File: config.mk
export PLATFORM = sky130hd
export DESIGN_NAME = sr_ff_bank
export DESIGN_NICKNAME = d
export VERILOG_FILES = /design/src/rtl/sr_ff_bank.sv
export SDC_FILE = /design/constraint.sdc
export NUM_CORES = 1
export LEC_CHECK = 0
export ABC_CLOCK_PERIOD_IN_PS = 800
export CORE_MARGIN = 2
export CORE_UTILIZATION = 30
export DETAILED_ROUTE_END_ITERATION = 7
export PLACE_DENSITY = 0.75
export SKIP_CTS_REPAIR_TIMING = 1
export SKIP_LAST_GASP = 1
export SLEW_MARGIN = 20
export SYNTH_ARGS = -nofsm -noshare
export SYNTH_HDL_FRONTEND = slang
export SYNTH_SLANG_ARGS = --single-unit
File: constraint.sdc
create_clock -name CLK -period 0.8 [get_ports CLK]
set_clock_uncertainty 0.1 [all_clocks]
set_input_delay 0.16 -clock CLK [delete_from_list [all_inputs] [get_ports CLK]]
set_output_delay 0.16 -clock CLK [all_outputs]
set_load 0.02 [all_outputs]
File: src/rtl/sr_ff_bank.sv
// -----------------------------------------------------------------------------
// sr_ff_bank
//   Bank of N independent, clocked SR flip-flops with per-channel enable and
//   a deterministic resolution of the S=R=1 input. Each channel keeps a sticky
//   conflict flag. An optional saturating counter tallies the clock edges on
//   which any channel saw a conflict.
//
// Configuration macro:
//   SR_FF_BANK_CONFLICT_CNT_EN  defined   -> CNT_W-bit conflict counter built in
//                               undefined -> CONFLICT_CNT tied to 0
//
// Parameters:
//   N        number of channels (1..32)
//   MODE     S=R=1 resolution: 0 hold, 1 set, 2 reset, 3 toggle
//   RST_VAL  reset / clear value of Q
//   CNT_W    width of the conflict counter (2..16)
//
// Ports:
//   CLK           clock, rising edge
//   RST_N         asynchronous active-low reset
//   EN[N]         per-channel enable
//   S[N], R[N]    per-channel set / reset requests
//   CLR           synchronous clear of Q to RST_VAL
//   CONFLICT_ACK  synchronous clear of CONFLICT and CONFLICT_CNT
//   Q[N]          registered state
//   not_Q[N]      bitwise complement of Q
//   CONFLICT[N]   sticky per-channel conflict flag
//   CONFLICT_CNT  saturating count of conflict edges
// -----------------------------------------------------------------------------
module sr_ff_bank #(
  parameter int               N       = 8,
  parameter int               MODE    = 0,
  parameter logic [N-1:0]     RST_VAL = '0,
  parameter int               CNT_W   = 8
) (
  input  logic             CLK,
  input  logic             RST_N,
  input  logic [N-1:0]     EN,
  input  logic [N-1:0]     S,
  input  logic [N-1:0]     R,
  input  logic             CLR,
  input  logic             CONFLICT_ACK,
  output logic [N-1:0]     Q,
  output logic [N-1:0]     not_Q,
  output logic [N-1:0]     CONFLICT,
  output logic [CNT_W-1:0] CONFLICT_CNT
);

  logic [N-1:0] r_q;
  logic [N-1:0] r_conflict;

  logic [N-1:0] w_set;
  logic [N-1:0] w_rst;
  logic [N-1:0] w_conflict;
  logic [N-1:0] w_conf_val;
  logic [N-1:0] w_q_basic;
  logic [N-1:0] w_q_next;
  logic [N-1:0] w_conflict_next;

  // Decode the request per channel. The three classes are mutually exclusive,
  // so the conflict bits never see w_set/w_rst activity.
  assign w_set      = EN & S & ~R;
  assign w_rst      = EN & R & ~S;
  assign w_conflict = EN & S & R;

  // Value a conflicting channel resolves to; MODE is a constant so only one
  // arm survives elaboration.
  always_comb begin
    // NOTE: assign a default before any branch so no path leaves the signal
    // unassigned, which would otherwise infer a latch.
    w_conf_val = r_q;
    case (MODE)
      1:       w_conf_val = '1;
      2:       w_conf_val = '0;
      3:       w_conf_val = ~r_q;
      default: w_conf_val = r_q;
    endcase
  end

  assign w_q_basic = (r_q | w_set) & ~w_rst;
  assign w_q_next  = CLR ? RST_VAL
                         : (w_q_basic & ~w_conflict) | (w_conf_val & w_conflict);

  // A new conflict beats an acknowledge on the same edge.
  assign w_conflict_next = (r_conflict & ~{N{CONFLICT_ACK}}) | w_conflict;

  // NOTE: every state register is reset and updated with non-blocking
  // assignments so all flops sample their inputs on the same edge.
  always_ff @(posedge CLK or negedge RST_N) begin
    if (!RST_N) begin
      r_q        <= RST_VAL;
      r_conflict <= '0;
    end else begin
      r_q        <= w_q_next;
      r_conflict <= w_conflict_next;
    end
  end

  assign Q        = r_q;
  assign not_Q    = ~r_q;
  assign CONFLICT = r_conflict;

`ifdef SR_FF_BANK_CONFLICT_CNT_EN
  logic [CNT_W-1:0] r_cnt;
  logic             w_any_conflict;
  logic             w_cnt_sat;

  assign w_any_conflict = |w_conflict;
  assign w_cnt_sat      = (r_cnt == {CNT_W{1'b1}});

  // One increment per conflicting edge, however many channels conflict.
  // ACK with a conflict restarts the count at 1 rather than 0.
  always_ff @(posedge CLK or negedge RST_N) begin
    if (!RST_N) begin
      r_cnt <= '0;
    end else if (w_any_conflict) begin
      if (CONFLICT_ACK)
        r_cnt <= CNT_W'(1);
      else if (!w_cnt_sat)
        r_cnt <= r_cnt + CNT_W'(1);
    end else if (CONFLICT_ACK) begin
      r_cnt <= '0;
    end
  end

  assign CONFLICT_CNT = r_cnt;
`else
  assign CONFLICT_CNT = '0;
`endif

endmodule

==> results of run 1 <==
-- power by group through the flow --
| stage | logic, mW | clock network, mW | registers [mW] |
|---|---|---|---|
| 2_1_floorplan | 0.205 | 0 | 1.01 |
| 5_1_grt | 0.798 | 0.466 | 0.942 |
| 3_3_place_gp | 0.665 | 0 | 0.931 |
| 4_1_cts | 0.683 | 0.434 | 0.921 |
| 6_report | 0.749 | 0.408 | 0.935 |
| 3_5_place_dp | 0.682 | 0 | 0.936 |
-- cells by family (layout without fill, tap and decap cells) --
| kind of cell | after synthesis | count (layout) | synth area share [%] |
|---|---|---|---|
| AOI/OAI and AO/OA | 24 | 24 | 15.91 |
| buffers and inverters | 25 | 84 | 15.44 |
| DFF | 16 | 16 | 49.92 |
| other | 1 | 8 | 0.4676 |
| and+or+nand+nor | 31 | 31 | 18.25 |
-- how the worst max path moves through the flow --
| stage | start | endpoint | slack [ps] | cells past startpoint |
|---|---|---|---|---|
| floorplan | Q[7] | Q[7] | -170 | 3 |
| global placement | Q[4] | not_Q[4] | -510 | 2 |
| detailed placement | Q[4] | not_Q[4] | -540 | 2 |
| CTS | Q[4] | not_Q[4] | -850 | 2 |
| global route | Q[2] | not_Q[2] | -390 | 2 |
| finish | Q[4] | Q[4] | -350 | 1 |
-- final cells by class --
type | count | area [µm²] | area share, %
Clock buffer | 3 | 22.52 | 1.432
Inverter | 16 | 77.57 | 4.932
Multi-Input combinational cell | 63 | 341.6 | 21.72
Sequential cell | 16 | 410.4 | 26.09
Tap cell | 30 | 37.54 | 2.387
Timing Repair Buffer | 65 | 683.2 | 43.44
-- registers in the layout, summed over array words and instances, names as in the netlist --
register	count
CONFLICT	8
Q	8
-- placed cells by master, fill, tap and decap left out --
master            n
a21oi_1           6
a21oi_2           2
a2bb2oi_1         1
buf_12            1
buf_2             1
buf_4             6
buf_6            30
clkbuf_4          3
clkdlybuf4s50_1  25
conb_1            8
dfrtp_1           8
dfrtp_2           8
dlymetal6s2s_1    2
inv_1             7
inv_2             2
inv_4             7
nand2_1          14
nand2b_1          1
nand3_1           8
nor2_1            1
nor2b_1           4
nor2b_2           3
o21ai_0           4
o21ai_1           4
o21ai_2           7
-- metrics by stage --
stage	hold WS [ps]	TNS, ps
6_report	88.33	-9017
2_1_floorplan	-235.6	-879.9
3_3_place_gp	412.6	-15620
4_1_cts	107.1	-19940
5_1_grt	98.19	-10120
3_5_place_dp	414.3	-16390
-- metal layers --
layer	vias to the layer above	wire, µm
met5	-	0
met4	0	0
met3	0	144
met2	30	1303
met1	396	863
li1	430	-
==> reports/qor.csv, run 1 <==
metric,value,unit
num_io_pins,60,
r2r_cells,4,
hold_start,EN[4],
p_clk_share,19.5,%
power.switching,0.6392,mW
fin_nets,193,
yosys.area.top_type,dfrtp_1,
r2r_end,Q[7],
min_to,CONFLICT[4],
antenna_cells,0,
routedWlPerCell,11.97,µm
path_buf_inv,1,
synth_cell_types,15,
yosysWarnings,0,
fin_util,62.91,%
fin_crit,1153,ps
finalCritPeriodShare,144.1,%
synthCells,97,
clock_latency,270,ps
synth_common_cells,"dfrtp_1 (16), inv_1 (16), nand2_1 (14)",
std_cell_rows,18,
final_cells,193,
grt.overflow.total,0,
cts_max_level,1,
root_buffer,clkbuf_4,
async_flop_share,100.0,%
grt_first_pass_wirelength,3443,µm
clock_tree.buffer_depth,2,
combPwrFrac,35.8,%
coreArea,2500,µm²
hold_viol,0,
synth_edf_count,0,
area.growth.synth_to_final,96.10,%
numCtsBuffers,3,
layout-drive-gt1-share,42.94,%
met3_usage,2.558,%
busiest_layer,met2,
grt_pass1_vias,811,
setup_slack,-353.0,ps
dieHeight,55.71,µm
run_status,"finished, violations left",
start_util,32.08,%
stdcell_area,1573,µm²
synth_area,802.0,µm²
clock.fmax,867.3,MHz
crit_type,flip-flop to primary output,
num_vias,856,
finalSetupViolations,33,
path_clk_slew,90,ps
drt_iter0_drc,6,
met1_usage,15.55,%
dp_worst_setup_slack,-535.6,ps
dp_cells,188,
synth_top_area_share,49.92,%
drcViolationCount,0,
die_area,3103,µm²
grt_util_all_layers,13.67,%
crit_required,540,ps
intPower,1.453,mW
ys_top_cells_by_area,"dfrtp_1 (50%), buf_4 (7.5%), inv_1 (7.5%)",
leakage,0.7192,nW
irDropWorstVdd,1.097,mV
arrival,890,ps
post_drt_via_cell_ratio,4.435,
synth_seq_area_share,49.92,%
cp_max_fo,4,
drtPass1Iterations,4,
seqPwrFrac,44.7,%
end_kind,primary output,
r2r_setup_slack,-270,ps
whs_path_depth,3,
p_sw_share,30.55,%
grt.met2_usage,26.02,%
hold_path_class,input pin to flip-flop,
gp_congestion,0.7387,
ys_ff_latch,16,
start_kind,flip-flop,
port_buffers,51,
crit_family,flip-flops,
dominantRegCellSynth,dfrtp_1,
rsz0062_at_grt,true,
syn_area_per_cell,8.268,µm²
cts.sinks,16,
powerDensity,1331,nW/µm²
power,2.093,mW
dp.final_hpwl,1804,µm
ant_nets,0,
tritoncts,done,
grt_start_max_net_pins,17,
violations,negative setup slack,
r2r_start,Q[7],
grt_antenna_before_repair,0,
slowest_delay,450,ps
wl,2311,µm
path_cells,buf_4,
slew_viol_final,0,
cap_viol_max_count,0,
critPathSlowestCell,dfrtp_2,
die_w,55.71,µm
dpl_cell_area,1443,µm²
nFillCells,231,
No activity file was read; power rests on OpenSTA's default activity.
==> inputs of run 2 (changes only) <==
--- a/config.mk
+++ b/config.mk
@@ -11,7 +11,6 @@
 export DETAILED_ROUTE_END_ITERATION = 7
 export PLACE_DENSITY = 0.75
 export SKIP_CTS_REPAIR_TIMING = 1
-export SKIP_LAST_GASP = 1
 export SLEW_MARGIN = 20
 export SYNTH_ARGS = -nofsm -noshare
 export SYNTH_HDL_FRONTEND = slang
==> results of run 2 <==
The final DEF is identical to that of run 1; final timing and power are the same.
